--- config.mk ---
export PLATFORM = sky130hd
export DESIGN_NAME = simple_decode
export DESIGN_NICKNAME = d
export VERILOG_FILES = /design/src/rtl/riscv_pkg.sv /design/src/rtl/instr_buf.sv /design/src/rtl/simple_decode.sv
export SDC_FILE = /design/constraint.sdc
export NUM_CORES = 1
export LEC_CHECK = 0
export CORE_MARGIN = 2
export CORE_UTILIZATION = 60
export CTS_CLUSTER_SIZE = 8
export DETAILED_ROUTE_END_ITERATION = 7
export DONT_BUFFER_PORTS = 1
export PLACE_DENSITY = 0.76
export SYNTH_ARGS = -nofsm -noshare
export SYNTH_HDL_FRONTEND = slang
export SYNTH_SLANG_ARGS = --single-unit
--- constraint.sdc ---
create_clock -name clk_i -period 3.4 [get_ports clk_i]
set_input_delay 0.51 -clock clk_i [delete_from_list [all_inputs] [get_ports clk_i]]
set_output_delay 0.51 -clock clk_i [all_outputs]
set_load 0.005 [all_outputs]
--- src/rtl/riscv_pkg.sv ---
// riscv_pkg: RV32I major opcodes, immediate formats, fetch and decode records
package riscv_pkg;
  localparam logic [6:0] OPC_LOAD     = 7'b0000011;
  localparam logic [6:0] OPC_MISC_MEM = 7'b0001111;
  localparam logic [6:0] OPC_OP_IMM   = 7'b0010011;
  localparam logic [6:0] OPC_AUIPC    = 7'b0010111;
  localparam logic [6:0] OPC_STORE    = 7'b0100011;
  localparam logic [6:0] OPC_OP       = 7'b0110011;
  localparam logic [6:0] OPC_LUI      = 7'b0110111;
  localparam logic [6:0] OPC_BRANCH   = 7'b1100011;
  localparam logic [6:0] OPC_JALR     = 7'b1100111;
  localparam logic [6:0] OPC_JAL      = 7'b1101111;
  localparam logic [6:0] OPC_SYSTEM   = 7'b1110011;
  typedef enum logic [2:0] {IMM_I, IMM_S, IMM_B, IMM_U, IMM_J, IMM_NONE} imm_type_e;
  typedef struct packed {
    logic [31:0] pc;
    logic [31:0] instr;
  } fetch_t;
  typedef struct packed {
    logic [6:0]  opcode;
    logic [4:0]  rd;
    logic [4:0]  rs1;
    logic [4:0]  rs2;
    logic [2:0]  funct3;
    logic [6:0]  funct7;
    logic [31:0] imm;
    logic        illegal;
  } dec_t;
  function automatic imm_type_e imm_type(input logic [6:0] opc);
    return (opc == OPC_LOAD || opc == OPC_OP_IMM || opc == OPC_JALR) ? IMM_I :
           (opc == OPC_STORE)                                      ? IMM_S :
           (opc == OPC_BRANCH)                                     ? IMM_B :
           (opc == OPC_LUI || opc == OPC_AUIPC)                    ? IMM_U :
           (opc == OPC_JAL)                                        ? IMM_J : IMM_NONE;
  endfunction
endpackage

--- src/rtl/instr_buf.sv ---
// instr_buf: 2-entry {pc, instr} FIFO with registered full flag
// Ports: clk_i/rstn_i clock and async active-low reset; push/pop/clear
// controls (clear wins over push and pop); wdata in, rdata head out;
// empty combinational, full registered (next count == DEPTH).
module instr_buf
  import riscv_pkg::*;
#(
  parameter int DEPTH = 2
) (
  input  logic   clk_i,
  input  logic   rstn_i,
  input  logic   push,
  input  logic   pop,
  input  logic   clear,
  input  fetch_t wdata,
  output fetch_t rdata,
  output logic   empty,
  output logic   full
);
  localparam int AW = $clog2(DEPTH);
  localparam int CW = $clog2(DEPTH + 1);
  fetch_t        mem [DEPTH];
  logic [AW-1:0] wr_ptr, rd_ptr;
  logic [CW-1:0] count, count_nxt;
  always_comb count_nxt = clear ? '0 : count + CW'(push) - CW'(pop);
  always_ff @(posedge clk_i or negedge rstn_i) begin
    if (!rstn_i) begin
      count  <= '0;
      full   <= 1'b0;
      wr_ptr <= '0;
      rd_ptr <= '0;
    end else begin
      count  <= count_nxt;
      full   <= count_nxt == CW'(DEPTH);
      wr_ptr <= clear ? '0 : wr_ptr + AW'(push);
      rd_ptr <= clear ? '0 : rd_ptr + AW'(pop);
    end
  end
  always_ff @(posedge clk_i) if (push) mem[wr_ptr] <= wdata;
  assign rdata = mem[rd_ptr];
  assign empty = count == '0;
endmodule

--- src/rtl/simple_decode.sv ---
// simple_decode: buffered RV32I decode stage with optional early JAL redirect
// Ports: clk_i/rstn_i clock and async active-low reset; valid_i/instr_i/pc_i
// fetch stream with stall_o registered backpressure; new_pc_o/pc_o fetch
// redirect; flush_i kill from execute; stall_i downstream backpressure;
// valid_o plus decoded fields of the buffer head (zero while empty).
// Macro DECODE_JAL_REDIRECT_EN enables the JAL redirect FSM and squash.
module simple_decode
  import riscv_pkg::*;
#(
  parameter int DEPTH = 2
) (
  input  logic        clk_i,
  input  logic        rstn_i,
  input  logic        valid_i,
  input  logic [31:0] instr_i,
  input  logic [31:0] pc_i,
  output logic        stall_o,
  output logic        new_pc_o,
  output logic [31:0] pc_o,
  input  logic        flush_i,
  input  logic        stall_i,
  output logic        valid_o,
  output logic [31:0] dec_pc_o,
  output logic [6:0]  opcode_o,
  output logic [4:0]  rd_o,
  output logic [4:0]  rs1_o,
  output logic [4:0]  rs2_o,
  output logic [2:0]  funct3_o,
  output logic [6:0]  funct7_o,
  output logic [31:0] imm_o,
  output logic        illegal_o
);
  function automatic dec_t decode(input logic [31:0] i);
    dec_t      d;
    imm_type_e t;
    t = imm_type(i[6:0]);
    d.opcode  = i[6:0];
    d.rd      = i[11:7];
    d.funct3  = i[14:12];
    d.rs1     = i[19:15];
    d.rs2     = i[24:20];
    d.funct7  = i[31:25];
    d.imm     = t == IMM_I ? {{20{i[31]}}, i[31:20]} :
                t == IMM_S ? {{20{i[31]}}, i[31:25], i[11:7]} :
                t == IMM_B ? {{19{i[31]}}, i[31], i[7], i[30:25], i[11:8], 1'b0} :
                t == IMM_U ? {i[31:12], 12'h000} :
                t == IMM_J ? {{11{i[31]}}, i[31], i[19:12], i[20], i[30:21], 1'b0} : 32'h0;
    d.illegal = !(i[6:0] inside {OPC_LOAD, OPC_MISC_MEM, OPC_OP_IMM, OPC_AUIPC, OPC_STORE,
                                 OPC_OP, OPC_LUI, OPC_BRANCH, OPC_JALR, OPC_JAL, OPC_SYSTEM});
    return d;
  endfunction
  fetch_t head;
  dec_t   dec;
  logic   empty, push, pop, clear, squash, jal_pop;
  assign valid_o = !empty;
  assign pop     = valid_o && !stall_i;
  assign push    = valid_i && !stall_o && !flush_i && !squash;
  assign clear   = flush_i || jal_pop;
  assign dec     = valid_o ? decode(head.instr) : '0;
  instr_buf #(.DEPTH(DEPTH)) u_buf (
    .clk_i (clk_i),
    .rstn_i(rstn_i),
    .push  (push),
    .pop   (pop),
    .clear (clear),
    .wdata ({pc_i, instr_i}),
    .rdata (head),
    .empty (empty),
    .full  (stall_o)
  );
`ifdef DECODE_JAL_REDIRECT_EN
  typedef enum logic {RUN, REDIRECT} state_e;
  state_e state, state_nxt;
  // A JAL leaving the buffer flushes the wrong-path entry behind it
  assign jal_pop = pop && !flush_i && dec.opcode == OPC_JAL;
  always_ff @(posedge clk_i or negedge rstn_i) begin
    if (!rstn_i) begin
      state <= RUN;
      pc_o  <= '0;
    end else begin
      state <= state_nxt;
      if (jal_pop) pc_o <= head.pc + dec.imm;
    end
  end
  always_comb begin
    state_nxt = jal_pop ? REDIRECT : RUN;
    squash    = state == REDIRECT;
    new_pc_o  = state == REDIRECT && !flush_i;
  end
`else
  assign jal_pop  = 1'b0;
  assign squash   = 1'b0;
  assign new_pc_o = 1'b0;
  assign pc_o     = '0;
`endif
  assign dec_pc_o  = valid_o ? head.pc : '0;
  assign opcode_o  = dec.opcode;
  assign rd_o      = dec.rd;
  assign rs1_o     = dec.rs1;
  assign rs2_o     = dec.rs2;
  assign funct3_o  = dec.funct3;
  assign funct7_o  = dec.funct7;
  assign imm_o     = dec.imm;
  assign illegal_o = dec.illegal;
endmodule
==> impl_metrics.py, run 1 <==
metrics = {
    "run_status": {
        "status": "complete, no violations",
    },
    "cells_and_area": {
        "nets": 503,
        "design_area_sq_um": 6590,
        "layout-drive-gt1-share_pct": 17.2,
        "fillCellCount": 662,
        "diodes": 0,
        "multi_input_area_sq_um": 1740,
        "seq_area_sq_um": 3970,
        "area_delta_synth_final_pct": 10.8,
    },
    "logic_synthesis": {
        "synth_edf_count": 128,
        "yosysWarnings": 0,
        "ys_ff_latch": 133,
        "syn-instance-count": 419,
        "netlist_area_sq_um": 5950,
        "ys_seq_area_share_pct": 66.7,
        "ys_types": 47,
        "yosys_most_used_dff": "edfxtp_1",
        "postSynthAreaPerCell_sq_um": 14.2,
        "synthArstFlopShare_pct": 3.76,
    },
    "clock_tree": {
        "numCtsBuffers": 17,
        "clock_sinks": 133,
        "cts_htree_levels": 4,
        "cts_tree": "done",
        "cts_root_buffer": "clkbuf_8",
        "path_clk_slew_ns": 0.06,
        "clk_latency_ns": 0.50,
        "clock_tree.buffer_depth": 2,
    },
    "detailed_routing": {
        "firstDrtPassIters": 5,
        "drt_iter0_markers": 203,
        "vias_per_cell": 5.63,
        "remaining_drc_errors": 0,
        "routed_wl_mm": 11.4,
        "num_vias": 3240,
        "wl_per_cell_microns": 19.8,
        "ant_nets": 0,
    },
    "flow_run": {
        "drv_cap": 0,
    },
    "floorplan": {
        "die_w_microns": 104,
        "coreArea_sq_um": 9680,
        "row_count": 36,
        "io-pin-count": 201,
        "fp.dieH_microns": 104,
        "die-area_sq_um": 10700,
        "start_util_pct": 61.4,
    },
    "sta": {
        "fin_setup_tns_ns": 0,
        "finalCritPeriodShare_pct": 95.7,
        "maxSlewHeadroom_pct": 57.1,
        "clock_skew_ns": 0.00707,
        "rsz0062_at_grt": "no",
        "finalHoldViolCount": 0,
        "whs_ns": 0.0605,
        "setup_viol": 0,
        "fmax_ghz": 0.307,
        "drv_slew": 0,
        "min_period_ns": 3.25,
        "tightest_slew_ns": 0.643,
    },
    "worst_setup_path": {
        "end_kind": "output pin",
        "slowest_delay_ns": 0.57,
        "r2r-end": "u_buf.full$_DFF_PN0_",
        "crit_path_max_fanout": 28,
        "worst-endpoint-arrival_ns": 2.74,
        "r2r.worst_path.cells": 9,
        "cpMaxStageDelayCell": "dfrtp_4",
        "startpoint_type": "flip-flop",
        "crit_required_ns": 2.89,
        "crit_type": "flip-flop to output pin",
        "rrSetupSlack_ns": 1.04,
        "crit_chain": "buf_4, mux2_2, and2_1, inv_1, o31a_2, a21oi_1",
        "rr_startpoint": "u_buf.count[0]$_DFF_PN0_",
    },
    "power": {
        "p_switching_mw": 1.54,
        "p_seq_share_pct": 41.1,
        "comb_power_share_pct": 24.0,
        "cellPowerDensity_nw_per_um2": 751,
        "ir_drop_uv": 435,
        "clockPowerShare_pct": 34.9,
        "intPower_mw": 3.40,
        "power_leakage_nw": 2.24,
        "swShare_pct": 31.2,
    },
    "worst_hold_path": {
        "hold_end": "u_buf.rd_ptr$_DFF_PN0_",
        "min_from": "flush_i",
        "hold_class": "primary input to flip-flop",
        "whs_path_depth": 1,
    },
    "grt": {
        "grt_pass1_wl_mm": 17.4,
        "grt_overflow": 0,
        "grtUsageTotal_pct": 21.2,
        "grt_pass1_vias": 3396,
        "grt_max_degree": 63,
        "antenna_found_initial": 0,
    },
    "placed_design": {
        "place_area_sq_um": 5980,
        "place.port_buffers": 0,
        "gp_congestion": 0.815,
        "hpwl_mm": 7.66,
    },
}
worst max-delay path by stage:
stage | start | endpoint | slack [ns]
2_1_floorplan | flush_i | u_buf.mem[1][0]$_DFFE_PP_ | 0.53
3_3_place_gp | u_buf.rd_ptr$_DFF_PN0_ | imm_o[20] | 0.40
3_5_place_dp | u_buf.rd_ptr$_DFF_PN0_ | imm_o[20] | 0.30
4_1_cts | u_buf.rd_ptr$_DFF_PN0_ | illegal_o | 0.001
5_1_grt | u_buf.rd_ptr$_DFF_PN0_ | imm_o[20] | 0.002
6_report | u_buf.rd_ptr$_DFF_PN0_ | imm_o[20] | 0.15
layer usage:
metal | up-vias | track usage [%] | wire (microns)
met2 | 190 | 36.3 | 5880
met3 | 18 | 9.63 | 1200
met4 | 0 | 8.59 | 151
met5 | - | 0 | 0
li1 | 1487 | - | -
met1 | 1545 | 23.0 | 4200
through the flow:
stage / util (%) / setup WS [ns] / std cells / power, mW
2_1_floorplan: - / 0.532 / 451 / 3.03
3_3_place_gp: 61.7 / 0.396 / 541 / 3.21
3_5_place_dp: 61.7 / 0.303 / 541 / 3.24
4_1_cts: 67.8 / 0.00130 / 574 / 4.98
5_1_grt: 68.1 / 0.00239 / 576 / 5.16
6_report: 68.1 / 0.146 / 576 / 4.95
critical path: cells and delay by family, from the launching register on:
| family | cells | cell delay [ns] |
|---|---|---|
| and+or+nand+nor | 1 | 0.23 |
| buffers and inverters | 2 | 0.53 |
| muxes | 1 | 0.42 |
| AOI/OAI and AO/OA | 2 | 0.47 |
| DFF | 1 | 0.57 |
state kept, by name (all words and copies together) (netlist names):
| name | flops |
|---|---|
| u_buf.wr_ptr | 1 |
| u_buf.count | 2 |
| u_buf.rd_ptr | 1 |
| u_buf.full | 1 |
| u_buf.mem | 128 |
synth_stat cells, types with 2 or more instances:
| library cell | number | area share (%) |
|---|---|---|
| buf_6 | 3 | 0.57 |
| nor2_1 | 60 | 3.8 |
| a21oi_1 | 3 | 0.25 |
| mux2i_1 | 51 | 8.6 |
| nor2b_1 | 7 | 0.74 |
| clkbuf_1 | 7 | 0.44 |
| dfrtp_1 | 5 | 2.1 |
| o2bb2ai_1 | 4 | 0.59 |
| buf_4 | 37 | 4.7 |
| and4_1 | 2 | 0.29 |
| nand3_1 | 2 | 0.17 |
| o21ai_0 | 4 | 0.34 |
| a21oi_2 | 10 | 1.5 |
| edfxtp_1 | 128 | 65 |
| nand2_1 | 19 | 1.2 |
| buf_2 | 4 | 0.34 |
| or3b_1 | 2 | 0.29 |
| o31ai_1 | 8 | 1.0 |
| nor3_1 | 2 | 0.17 |
| ha_1 | 4 | 0.84 |
| and2_1 | 10 | 1.1 |
| inv_1 | 10 | 0.63 |
| xnor2_1 | 2 | 0.29 |
| mux2_2 | 12 | 2.3 |
cell type report:
class | count | share of cell area, %
well taps | 133 | 2.52
clock inverters | 14 | 2.32
repair buffers | 12 | 1.59
clock buffers | 18 | 6.34
flip-flops and latches | 133 | 60.3
inverters | 10 | 0.569
multi-input cells | 256 | 26.4
cell usage in the layout, fill, tap and decap left out, types with 4 or more instances in the layout:
master and count:
dfrtp_1 4, inv_1 10, nand2_1 19, nor2b_1 7
clkinvlp_4 4, clkbuf_16 16, mux2_2 12, conb_1 33
o31ai_1 8, o2bb2ai_1 4, o21ai_0 4, and2_1 10
mux2i_1 51, a21oi_2 10, buf_4 10, edfxtp_1 128
nor2_1 59
power by group through the flow:
stage	Clock (mW)	Combinational, mW	Sequential (mW)
after global routing	1.82	1.29	2.05
after CTS	1.76	1.19	2.03
final	1.73	1.19	2.03
after detailed placement	0	1.17	2.07
after floorplan	0	0.998	2.04
after global placement	0	1.15	2.06
what timing repair did:
| action | 4_1_cts | 5_1_grt |
|---|---|---|
| endpoints found under the setup margin | 19 | 21 |
| endpoints found under the hold margin | 5 | 0 |
| pin swaps | 1 | 1 |
| resized for setup | 3 | 2 |
| hold buffers | 1 | 0 |
| setup buffers | 0 | 2 |
kinds of logic after synthesis:
kind of cell | after synthesis | share of synthesized area, %
flip-flops | 133 | 66.7
AND/OR/NAND/NOR | 114 | 9.17
multiplexers | 64 | 11.0
buffers and inverters | 62 | 6.71
AO/OA/AOI/OAI | 38 | 5.05
adder cells (fa/ha/maj) | 4 | 0.841
XOR/XNOR | 3 | 0.442
other | 1 | 0.0630
(Power assumes the default switching activity.)
==> run 2, diff against run 1 <==
--- a/config.mk
+++ b/config.mk
@@ -11,6 +11,7 @@
 export DETAILED_ROUTE_END_ITERATION = 7
 export DONT_BUFFER_PORTS = 1
 export PLACE_DENSITY = 0.76
+export SETUP_SLACK_MARGIN = 0.15
 export SYNTH_ARGS = -nofsm -noshare
 export SYNTH_HDL_FRONTEND = slang
 export SYNTH_SLANG_ARGS = --single-unit
==> run 2 against run 1 <==
  * Register-to-register slack worse by 0.02 ns
  * Flip-flop and latch count unchanged
  * First-iteration DRC count rose by 2.5%
  * Routed wire length up 0.22%
  * Utilization grew 0.32 points
  * Worst setup slack better by 0.15 ns
  * Non-clock buffer count stayed put
  * Critical path depth stayed put
  * Combinational power barely moved
  * Sequential power hardly changed
  * Largest power group unchanged
==> impl_metrics.py, run 2 (synthesis results as in run 1) <==
metrics = {
    "worst_hold_path": {
        "hold_class": "primary input to flip-flop",
    },
    "placed_design": {
        "place.port_buffers": 0,
        "gp_congestion": 0.815,
        "hpwl_mm": 7.66,
        "place_area_sq_um": 5980,
    },
    "flow_run": {
        "drv_cap": 0,
    },
    "grt": {
        "grt_pass1_wl_mm": 17.4,
        "grt_max_degree": 63,
        "antenna_found_initial": 0,
        "grt_overflow": 0,
        "grt_pass1_vias": 3395,
        "grtUsageTotal_pct": 21.3,
    },
    "cells_and_area": {
        "fillCellCount": 661,
        "layout-drive-gt1-share_pct": 17.8,
        "final_cell_mix": "edfxtp_1 (128), nor2_1 (59), mux2i_1 (49)",
        "reg_top3": "u_buf.mem (128), u_buf.count (2)",
        "diodes": 0,
        "area_delta_synth_final_pct": 11.3,
        "nets": 503,
        "final_common_cell": "edfxtp_1",
        "largest_reg_flops": 128,
        "regMostFlops": "u_buf.mem",
        "design_area_sq_um": 6620,
    },
    "detailed_routing": {
        "firstDrtPassIters": 7,
        "ant_nets": 0,
        "routed_wl_mm": 11.5,
        "wl_met3_mm": 1.18,
        "wl_per_cell_microns": 19.9,
        "num_vias": 3223,
        "met2_wirelength_mm": 5.85,
        "highest_layer": "met4",
        "drt_iter0_markers": 208,
        "vias_per_cell": 5.60,
        "remaining_drc_errors": 0,
        "m1WireLength_mm": 4.26,
    },
    "sta": {
        "finalHoldViolCount": 0,
        "drv_slew": 0,
        "tightest_slew_ns": 0.650,
        "setup_viol": 0,
        "rsz0062_at_grt": "no",
        "fin_setup_tns_ns": 0,
        "maxSlewHeadroom_pct": 56.7,
        "clock_skew_ns": 0.00714,
        "fmax_ghz": 0.323,
        "finalCritPeriodShare_pct": 91.2,
        "min_period_ns": 3.10,
    },
    "clock_tree": {
        "numCtsBuffers": 17,
        "cts_tree": "done",
        "clock_tree.buffer_depth": 2,
        "clock_sinks": 133,
        "path_clk_slew_ns": 0.06,
        "cts_root_buffer": "clkbuf_8",
        "cts_htree_levels": 4,
        "clk_latency_ns": 0.50,
    },
    "floorplan": {
        "fp.dieH_microns": 104,
        "die_w_microns": 104,
        "die-area_sq_um": 10700,
        "io-pin-count": 201,
        "coreArea_sq_um": 9680,
        "row_count": 36,
        "start_util_pct": 61.4,
    },
    "worst_setup_path": {
        "slowest_delay_ns": 0.59,
        "cpMaxStageDelayCell": "dfrtp_4",
        "startpoint_type": "flip-flop",
        "end_kind": "output pin",
        "critPathTopFamily": "flip-flops",
        "crit_path_max_fanout": 20,
        "rrSetupSlack_ns": 1.02,
        "crit_chain": "mux2_1, nor4_1, o211a_4, a211oi_4, buf_4, a21oi_2",
        "critical_path_buf_inv_count": 1,
        "crit_type": "flip-flop to output pin",
        "worst-endpoint-arrival_ns": 2.59,
        "crit_required_ns": 2.89,
    },
    "power": {
        "power_leakage_nw": 2.25,
        "ir_drop_uv": 436,
        "cellPowerDensity_nw_per_um2": 751,
    },
    "run_status": {
        "status": "complete, no violations",
    },
}
run 2: final timing paths:
kind / from / to / cells after the start
hold / removal: flush_i / u_buf.rd_ptr$_DFF_PN0_ / 1
setup reg to reg: u_buf.count[0]$_DFF_PN0_ / u_buf.full$_DFF_PN0_ / 9
max in group asynchronous: rstn_i / u_buf.rd_ptr$_DFF_PN0_ / 1
min in group asynchronous: rstn_i / u_buf.rd_ptr$_DFF_PN0_ / 1
setup / recovery: u_buf.rd_ptr$_DFF_PN0_ / imm_o[29] / 6
hold reg to reg: u_buf.wr_ptr$_DFF_PN0_ / u_buf.wr_ptr$_DFF_PN0_ / 3
run 2: per-stage QoR:
step           std cells  worst slack (ns)  hold WS [ns]  utilization, %  power, mW
2_1_floorplan        451             0.532         0.214               -       3.03
3_3_place_gp         541             0.396         0.215            61.7       3.21
3_5_place_dp         541             0.303         0.215            61.7       3.24
4_1_cts              576             0.171        0.0288            68.1       4.99
5_1_grt              576             0.155        0.0263            68.4       5.19
6_report             576             0.300        0.0597            68.4       4.97
run 2: timing repair:
item,in CTS,in global routing
hold buffers,1,0
endpoints found under the setup margin,20,19
hold endpoints to repair,5,0
pin swaps,1,0
resized for setup,6,5
buffers inserted,2,0
run 2: cell type report:
| class | count | area, sq um | area share [%] |
|---|---|---|---|
| Clock buffer | 18 | 418 | 6.31 |
| Clock inverter | 14 | 153 | 2.30 |
| Inverter | 10 | 37.5 | 0.567 |
| Multi-Input combinational cell | 256 | 1770 | 26.7 |
| Sequential cell | 133 | 3970 | 60.0 |
| Tap cell | 133 | 166 | 2.51 |
| Timing Repair Buffer | 12 | 109 | 1.64 |
run 2: routing by layer:
metal	vias up	global-route usage (%)
met4	0	8.49
met2	174	36.4
met1	1546	23.1
met3	19	9.69
li1	1484	-
met5	-	0
run 2: where the power goes:
group	switching [mW]	internal (mW)
Clock	0.677	1.05
Sequential	0.0723	1.96
Combinational	0.805	0.406
Total	1.56	3.42
